**config.mk**
```make
export PLATFORM = sky130hd
export DESIGN_NAME = dev_arbiter
export DESIGN_NICKNAME = d
export VERILOG_FILES = /design/src/rtl/dev_arb_pkg.sv /design/src/rtl/dev_arbiter_rr_picker.sv /design/src/rtl/dev_arbiter.sv
export SDC_FILE = /design/constraint.sdc
export NUM_CORES = 1
export LEC_CHECK = 0
export BUFFER_PORTS_ARGS = -buffer_cell sky130_fd_sc_hd__buf_2
export CAP_MARGIN = 40
export CORE_AREA = 10 10 129 131
export DETAILED_ROUTE_END_ITERATION = 7
export DIE_AREA = 0 0 139 141
export PLACE_DENSITY = 0.87
export REMOVE_ABC_BUFFERS = 1
export SLEW_MARGIN = 10
export SYNTH_ARGS = -nofsm -noshare
export SYNTH_HDL_FRONTEND = slang
export SYNTH_SLANG_ARGS = --single-unit
```
**constraint.sdc**
```tcl
create_clock -name clk25 -period 2.7 [get_ports clk25]
set_input_delay 0.405 -clock clk25 [delete_from_list [all_inputs] [get_ports clk25]]
set_output_delay 0.405 -clock clk25 [all_outputs]
set_load 0.01 [all_outputs]
```
**src/rtl/dev_arb_pkg.sv**
```systemverilog
// Shared types and constants for the three-requester device-bus arbiter.
package dev_arb_pkg;

  typedef enum logic [1:0] {
    ST_IDLE   = 2'd0,
    ST_ACCESS = 2'd1,
    ST_DONE   = 2'd2
  } arb_state_t;

  localparam int NUM_REQ   = 3;
  localparam int REQ_DATA  = 0;
  localparam int REQ_FETCH = 1;
  localparam int REQ_DMA   = 2;
  localparam int TO_CNT_W  = 8;

  // Requester index addition modulo NUM_REQ; operands are always below NUM_REQ.
  function automatic logic [1:0] idx_add(input logic [1:0] a, input logic [1:0] b);
    logic [2:0] sum_s;
    sum_s = {1'b0, a} + {1'b0, b};
    if (sum_s >= 3'(NUM_REQ)) begin
      sum_s = sum_s - 3'(NUM_REQ);
    end else begin
      sum_s = sum_s;
    end
    return sum_s[1:0];
  endfunction

endpackage

```
**src/rtl/dev_arbiter_rr_picker.sv**
```systemverilog
// Combinational round-robin winner search starting at rr_ptr and wrapping modulo NUM_REQ.
module rr_picker
  import dev_arb_pkg::*;
(
  input  logic [NUM_REQ-1:0] req,
  input  logic [1:0]         rr_ptr,
  output logic               valid,
  output logic [1:0]         idx
);

  logic [1:0] cand_s;

  // Scan from the farthest offset down so the nearest requester to rr_ptr wins.
  always_comb begin
    valid  = 1'b0;
    idx    = 2'd0;
    cand_s = 2'd0;
    for (int k = NUM_REQ - 1; k >= 0; k--) begin
      cand_s = idx_add(rr_ptr, 2'(k));
      if (req[cand_s]) begin
        valid = 1'b1;
        idx   = cand_s;
      end else begin
        valid = valid;
        idx   = idx;
      end
    end
  end

endmodule

```
**src/rtl/dev_arbiter.sv**
```systemverilog
// Round-robin arbiter granting one of three requesters access to a shared device bus.
// Optional busy-timeout abort is enabled by defining DEV_ARB_TIMEOUT_EN.
module dev_arbiter
  import dev_arb_pkg::*;
#(
  parameter int TIMEOUT_CYCLES = 255
) (
  input  logic        clk25,
  input  logic        rst,
  input  logic [2:0]  req_i,
  input  logic [2:0]  write_i,
  input  logic [95:0] addr_i,
  input  logic [11:0] byteSelect_i,
  input  logic [95:0] dataSave_i,
  output logic [2:0]  done_o,
  output logic        err_o,
  output logic [31:0] dataLoad_o,
  output logic        devEnable_o,
  output logic        devWrite_o,
  output logic [31:0] devPhysicalAddr_o,
  output logic [3:0]  devByteSelect_o,
  output logic [31:0] devDataSave_o,
  input  logic        devBusy_i,
  input  logic [31:0] devDataLoad_i
);

  if (TIMEOUT_CYCLES < 1 || TIMEOUT_CYCLES > (2 ** TO_CNT_W) - 1) begin : g_bad_timeout
    $error("TIMEOUT_CYCLES does not fit the timeout counter");
  end

  arb_state_t  state_r, state_s;
  logic [1:0]  rr_ptr_r, idx_r, pick_idx_s;
  logic        pick_valid_s;
  logic        write_r;
  logic [31:0] addr_r, wdata_r, load_r;
  logic [3:0]  bsel_r;
  logic        sel_write_s;
  logic [31:0] sel_addr_s, sel_wdata_s;
  logic [3:0]  sel_bsel_s;
  logic        grant_s, capture_s, timeout_s, timeout_hit_s, in_access_s;

  rr_picker u_picker (
    .req    (req_i),
    .rr_ptr (rr_ptr_r),
    .valid  (pick_valid_s),
    .idx    (pick_idx_s)
  );

  assign in_access_s = (state_r == ST_ACCESS);

  // Route the winning requester's command fields to the latch inputs.
  always_comb begin
    sel_write_s = 1'b0;
    sel_addr_s  = 32'd0;
    sel_bsel_s  = 4'd0;
    sel_wdata_s = 32'd0;
    case (pick_idx_s)
      2'(REQ_DATA): begin
        sel_write_s = write_i[0];
        sel_addr_s  = addr_i[31:0];
        sel_bsel_s  = byteSelect_i[3:0];
        sel_wdata_s = dataSave_i[31:0];
      end
      2'(REQ_FETCH): begin
        sel_write_s = write_i[1];
        sel_addr_s  = addr_i[63:32];
        sel_bsel_s  = byteSelect_i[7:4];
        sel_wdata_s = dataSave_i[63:32];
      end
      2'(REQ_DMA): begin
        sel_write_s = write_i[2];
        sel_addr_s  = addr_i[95:64];
        sel_bsel_s  = byteSelect_i[11:8];
        sel_wdata_s = dataSave_i[95:64];
      end
      default: begin
        sel_write_s = 1'b0;
        sel_addr_s  = 32'd0;
        sel_bsel_s  = 4'd0;
        sel_wdata_s = 32'd0;
      end
    endcase
  end

  // FSM state register.
  always_ff @(posedge clk25) begin
    if (rst) begin
      state_r <= ST_IDLE;
    end else begin
      state_r <= state_s;
    end
  end

  // FSM next-state and per-cycle action strobes.
  always_comb begin
    state_s   = state_r;
    grant_s   = 1'b0;
    capture_s = 1'b0;
    timeout_s = 1'b0;
    case (state_r)
      ST_IDLE: begin
        if (pick_valid_s) begin
          grant_s = 1'b1;
          state_s = ST_ACCESS;
        end else begin
          state_s = ST_IDLE;
        end
      end
      ST_ACCESS: begin
        if (!devBusy_i) begin
          capture_s = 1'b1;
          state_s   = ST_DONE;
        end else if (timeout_hit_s) begin
          timeout_s = 1'b1;
          state_s   = ST_DONE;
        end else begin
          state_s = ST_ACCESS;
        end
      end
      ST_DONE: begin
        state_s = ST_IDLE;
      end
      default: begin
        state_s = ST_IDLE;
      end
    endcase
  end

  // Grant latches, read-data capture and round-robin pointer.
  always_ff @(posedge clk25) begin
    if (rst) begin
      rr_ptr_r <= 2'd0;
      idx_r    <= 2'd0;
      write_r  <= 1'b0;
      addr_r   <= 32'd0;
      bsel_r   <= 4'd0;
      wdata_r  <= 32'd0;
      load_r   <= 32'd0;
    end else begin
      if (grant_s) begin
        idx_r   <= pick_idx_s;
        write_r <= sel_write_s;
        addr_r  <= sel_addr_s;
        bsel_r  <= sel_bsel_s;
        wdata_r <= sel_wdata_s;
      end
      if (capture_s) begin
        load_r <= devDataLoad_i;
      end else if (timeout_s) begin
        load_r <= 32'd0;
      end
      if (state_r == ST_DONE) begin
        rr_ptr_r <= idx_add(idx_r, 2'd1);
      end
    end
  end

`ifdef DEV_ARB_TIMEOUT_EN
  localparam logic [TO_CNT_W-1:0] TO_LAST = TO_CNT_W'(TIMEOUT_CYCLES - 1);
  logic [TO_CNT_W-1:0] to_cnt_r;
  logic                err_r;

  // The access that would push the counter to TIMEOUT_CYCLES is aborted instead.
  assign timeout_hit_s = (to_cnt_r == TO_LAST);
  assign err_o         = (state_r == ST_DONE) && err_r;

  // Busy-cycle counter and abort flag.
  always_ff @(posedge clk25) begin
    if (rst) begin
      to_cnt_r <= {TO_CNT_W{1'b0}};
      err_r    <= 1'b0;
    end else begin
      if (grant_s) begin
        to_cnt_r <= {TO_CNT_W{1'b0}};
      end else if (in_access_s && devBusy_i) begin
        to_cnt_r <= to_cnt_r + TO_CNT_W'(1);
      end
      if (capture_s) begin
        err_r <= 1'b0;
      end else if (timeout_s) begin
        err_r <= 1'b1;
      end
    end
  end
`else
  assign timeout_hit_s = 1'b0;
  assign err_o         = 1'b0;
`endif

  // Completion pulse to the granted requester.
  always_comb begin
    done_o = 3'b000;
    if (state_r == ST_DONE) begin
      case (idx_r)
        2'd0:    done_o = 3'b001;
        2'd1:    done_o = 3'b010;
        2'd2:    done_o = 3'b100;
        default: done_o = 3'b000;
      endcase
    end else begin
      done_o = 3'b000;
    end
  end

  assign dataLoad_o        = load_r;
  assign devEnable_o       = in_access_s;
  assign devWrite_o        = in_access_s & write_r;
  assign devPhysicalAddr_o = in_access_s ? addr_r  : 32'd0;
  assign devByteSelect_o   = in_access_s ? bsel_r  : 4'd0;
  assign devDataSave_o     = in_access_s ? wdata_r : 32'd0;

endmodule

```
==> results.json <==
{
  "status": "complete, no violations",
  "htreeDepth": 3,
  "cts-root-buf": "clkbuf_16",
  "final_util_pct": 56.4,
  "finalCritPeriodShare_pct": 94.2,
  "path_cells": "inv_1, ha_2, and4bb_1, o31a_1, o32ai_4, buf_6, nand2_1, a41oi_1",
  "r2r_end": "addr_r[31]",
  "clock_latency_ns": 0.36,
  "stdcell_area_mm2": 0.00801,
  "drive_gt1_share_pct": 37.5,
  "core_mm2": 0.0142,
  "synth_area_mm2": 0.00563,
  "synth_cell_type_count": 34,
  "detail-route-antenna-nets": 0,
  "grt_max_degree": 73,
  "synth-edff-count": 0,
  "die_w_um": 139,
  "ios": 351,
  "crit_path_top_delay_cell": "ha_2",
  "wirelength_mm": 23.4,
  "gp_congestion": 0.889,
  "path_clk_slew_ns": 0.08,
  "vias": 6802,
  "worstHoldStart": "rst",
  "fin_setup_tns_ns": 0,
  "worstPathRequired_ns": 2.97,
  "final_nets": 1319,
  "fillerInstances": 1302,
  "rsz0062_at_grt": "false",
  "grt_pass1_vias": 6664,
  "yosysWarnings": 0,
  "ys_seq_elements": 107,
  "holdPathStages": 2,
  "cts_tree": "yes",
  "crit_fanout": 25,
  "die-area_mm2": 0.0196,
  "relSlewSlack_pct": 53.1,
  "setup-violations-final": 0,
  "reg2reg_slack_ns": 0.16,
  "arrival_ns": 2.81,
  "crit_path_max_incr_delay_ns": 0.38,
  "max_cap_viol_count": 0,
  "hp-class": "in2reg",
  "power.total_uw": 4650,
  "clk_path_buf_depth": 2,
  "grt-ovfl-total": 0,
  "grt_usage_pct": 22.1,
  "first_iter_violations": 373,
  "whs_endpoint": "state_r[1]",
  "hpwl_mm": 17.7,
  "grt_pass1_wl_mm": 35.8,
  "rows": 44,
  "skew_ns": 0.0104,
  "dieHeight_um": 141,
  "startpoint_type": "flop",
  "ys_async_sr_fraction_pct": 0,
  "syn_area_per_cell_um2": 7.46,
  "place_area_mm2": 0.00768,
  "synth-main-ff-cell": "dfxtp_1",
  "worst_pin_slew_ns": 0.700,
  "yosysSeqAreaShare_pct": 38.0,
  "ff2ff_path_depth": 8,
  "hold_viol_final": 0,
  "reg2reg_from": "rr_ptr_r[0]",
  "io_buffers": 349,
  "wl_per_cell_um": 18.6,
  "syn_to_final_growth_pct": 42.1,
  "slew_violations": 0,
  "antenna_found_initial": 1,
  "drc_errors": 0,
  "start_util_pct": 39.7,
  "vdd_drop_max_uv": 440,
  "max_freq_mhz": 393,
  "leakage_uw": 0.00378,
  "drt_pass1_iterations": 5,
  "fin_crit_ns": 2.54,
  "syn_inst": 755,
  "cp-end-kind": "flop",
  "via_per_inst": 5.41,
  "cts_setup_buffers": 0,
  "p_per_area_mw_per_mm2": 581,
  "crit_type": "reg2reg",
  "cts.sinks": 107,
  "cts_made_buffers": 9
}
through the flow:
stage          instances  hold slack, ns  worst slack [ns]
2_1_floorplan        681           0.474             -2.76
3_3_place_gp        1239           0.438             0.160
3_5_place_dp        1239           0.443            0.0685
4_1_cts             1255           0.228            0.0299
5_1_grt             1257           0.237            0.0345
6_report            1257           0.248             0.157
timing repair:
action	in CTS	in global routing
hold buffers	0	0
setup endpoints to repair	0	46
resized for setup	0	2
endpoints found under the hold margin	0	0
state kept, by name, indices dropped and copies added, names as in the netlist:
name and count:
bsel_r 4, dataLoad_o 32, addr_r 32, state_r 2, wdata_r 32, idx_r 2
write_r 1, rr_ptr_r 2
synthesized netlist by cell type, types with 4 or more instances:
cell      instances  area share, %
buf_2             6           0.53
nor2b_1           9            1.0
dfxtp_1         107             38
inv_1             4           0.27
nor2_1            5           0.33
a21oi_1          37            3.3
clkbuf_1         65            4.3
a41oi_1          69             11
and2_1           73            8.1
nand2_1         273             18
ha_1              7            1.6
o31ai_1          70            9.3
worst max path at each step:
stage                       endpoint         from
after global routing      addr_r[10]  rr_ptr_r[0]
after CTS                 addr_r[10]  rr_ptr_r[0]
after detailed placement  addr_r[10]  rr_ptr_r[0]
after global placement    addr_r[20]  rr_ptr_r[0]
final                     addr_r[31]  rr_ptr_r[0]
after floorplan             idx_r[1]  rr_ptr_r[0]
critical path, delay by kind of cell (launching register included):
family,cells,cell delay (ns)
fa+ha+maj,1,0.38
simple gates,2,0.35
buf+inv,2,0.35
flops,1,0.36
compound gates,3,0.99
final cells by class:
| type | count | area [um2] | share of cell area, % |
|---|---|---|---|
| timing repair buffer | 374 | 2050 | 25.6 |
| antenna | 1 | 2.50 | 0.0313 |
| inverter | 5 | 18.8 | 0.234 |
| multi-input combinational | 570 | 3250 | 40.6 |
| clock inverter | 7 | 83.8 | 1.05 |
| sequential | 107 | 2140 | 26.8 |
| tap | 184 | 230 | 2.88 |
| clock buffer | 9 | 225 | 2.81 |
report_power, final:
part	switching, uW	internal, uW	total (uW)
Sequential	104	1800	1900
Clock	690	672	1360
Combinational	804	586	1390
Total	1600	3060	4650
cell usage in the layout, fill, tap and decap left out, drive strengths merged:
master,instances
a41oi,69
diode,1
o31ai,70
or3,1
o2bb2ai,1
o32ai,1
conb,1
nor4b,1
ha,7
dfxtp,107
o21a,1
nor3b,2
a21oi,37
a31oi,1
nor2b,10
o211ai,2
and2,73
nor2,5
nor3,1
clkbuf,9
inv,10
or2,1
o21ai,2
buf,374
and4bb,1
o211a,1
clkinv,2
nand2b,2
nand2,273
o31a,1
a211oi,2
mux2i,2
nand3b,2
layer usage:
metal,global-route usage (%),vias up,share of wire (%)
met3,8.03,40,11
li1,-,3251,-
met1,25.3,3130,37
met5,0,-,0
met4,8.13,0,2.5
met2,37.0,381,49
kinds of logic after synthesis:
kind of cell	after synthesis	share of synthesized area (%)
AND/OR/NAND/NOR	371	29.1
adder cells (fa/ha/maj)	7	1.55
AO/OA/AOI/OAI	188	25.3
flip-flops	107	38.0
buffers and inverters	79	5.66
other	1	0.0666
multiplexers	2	0.355
No activity file was read; power rests on OpenSTA's default activity.
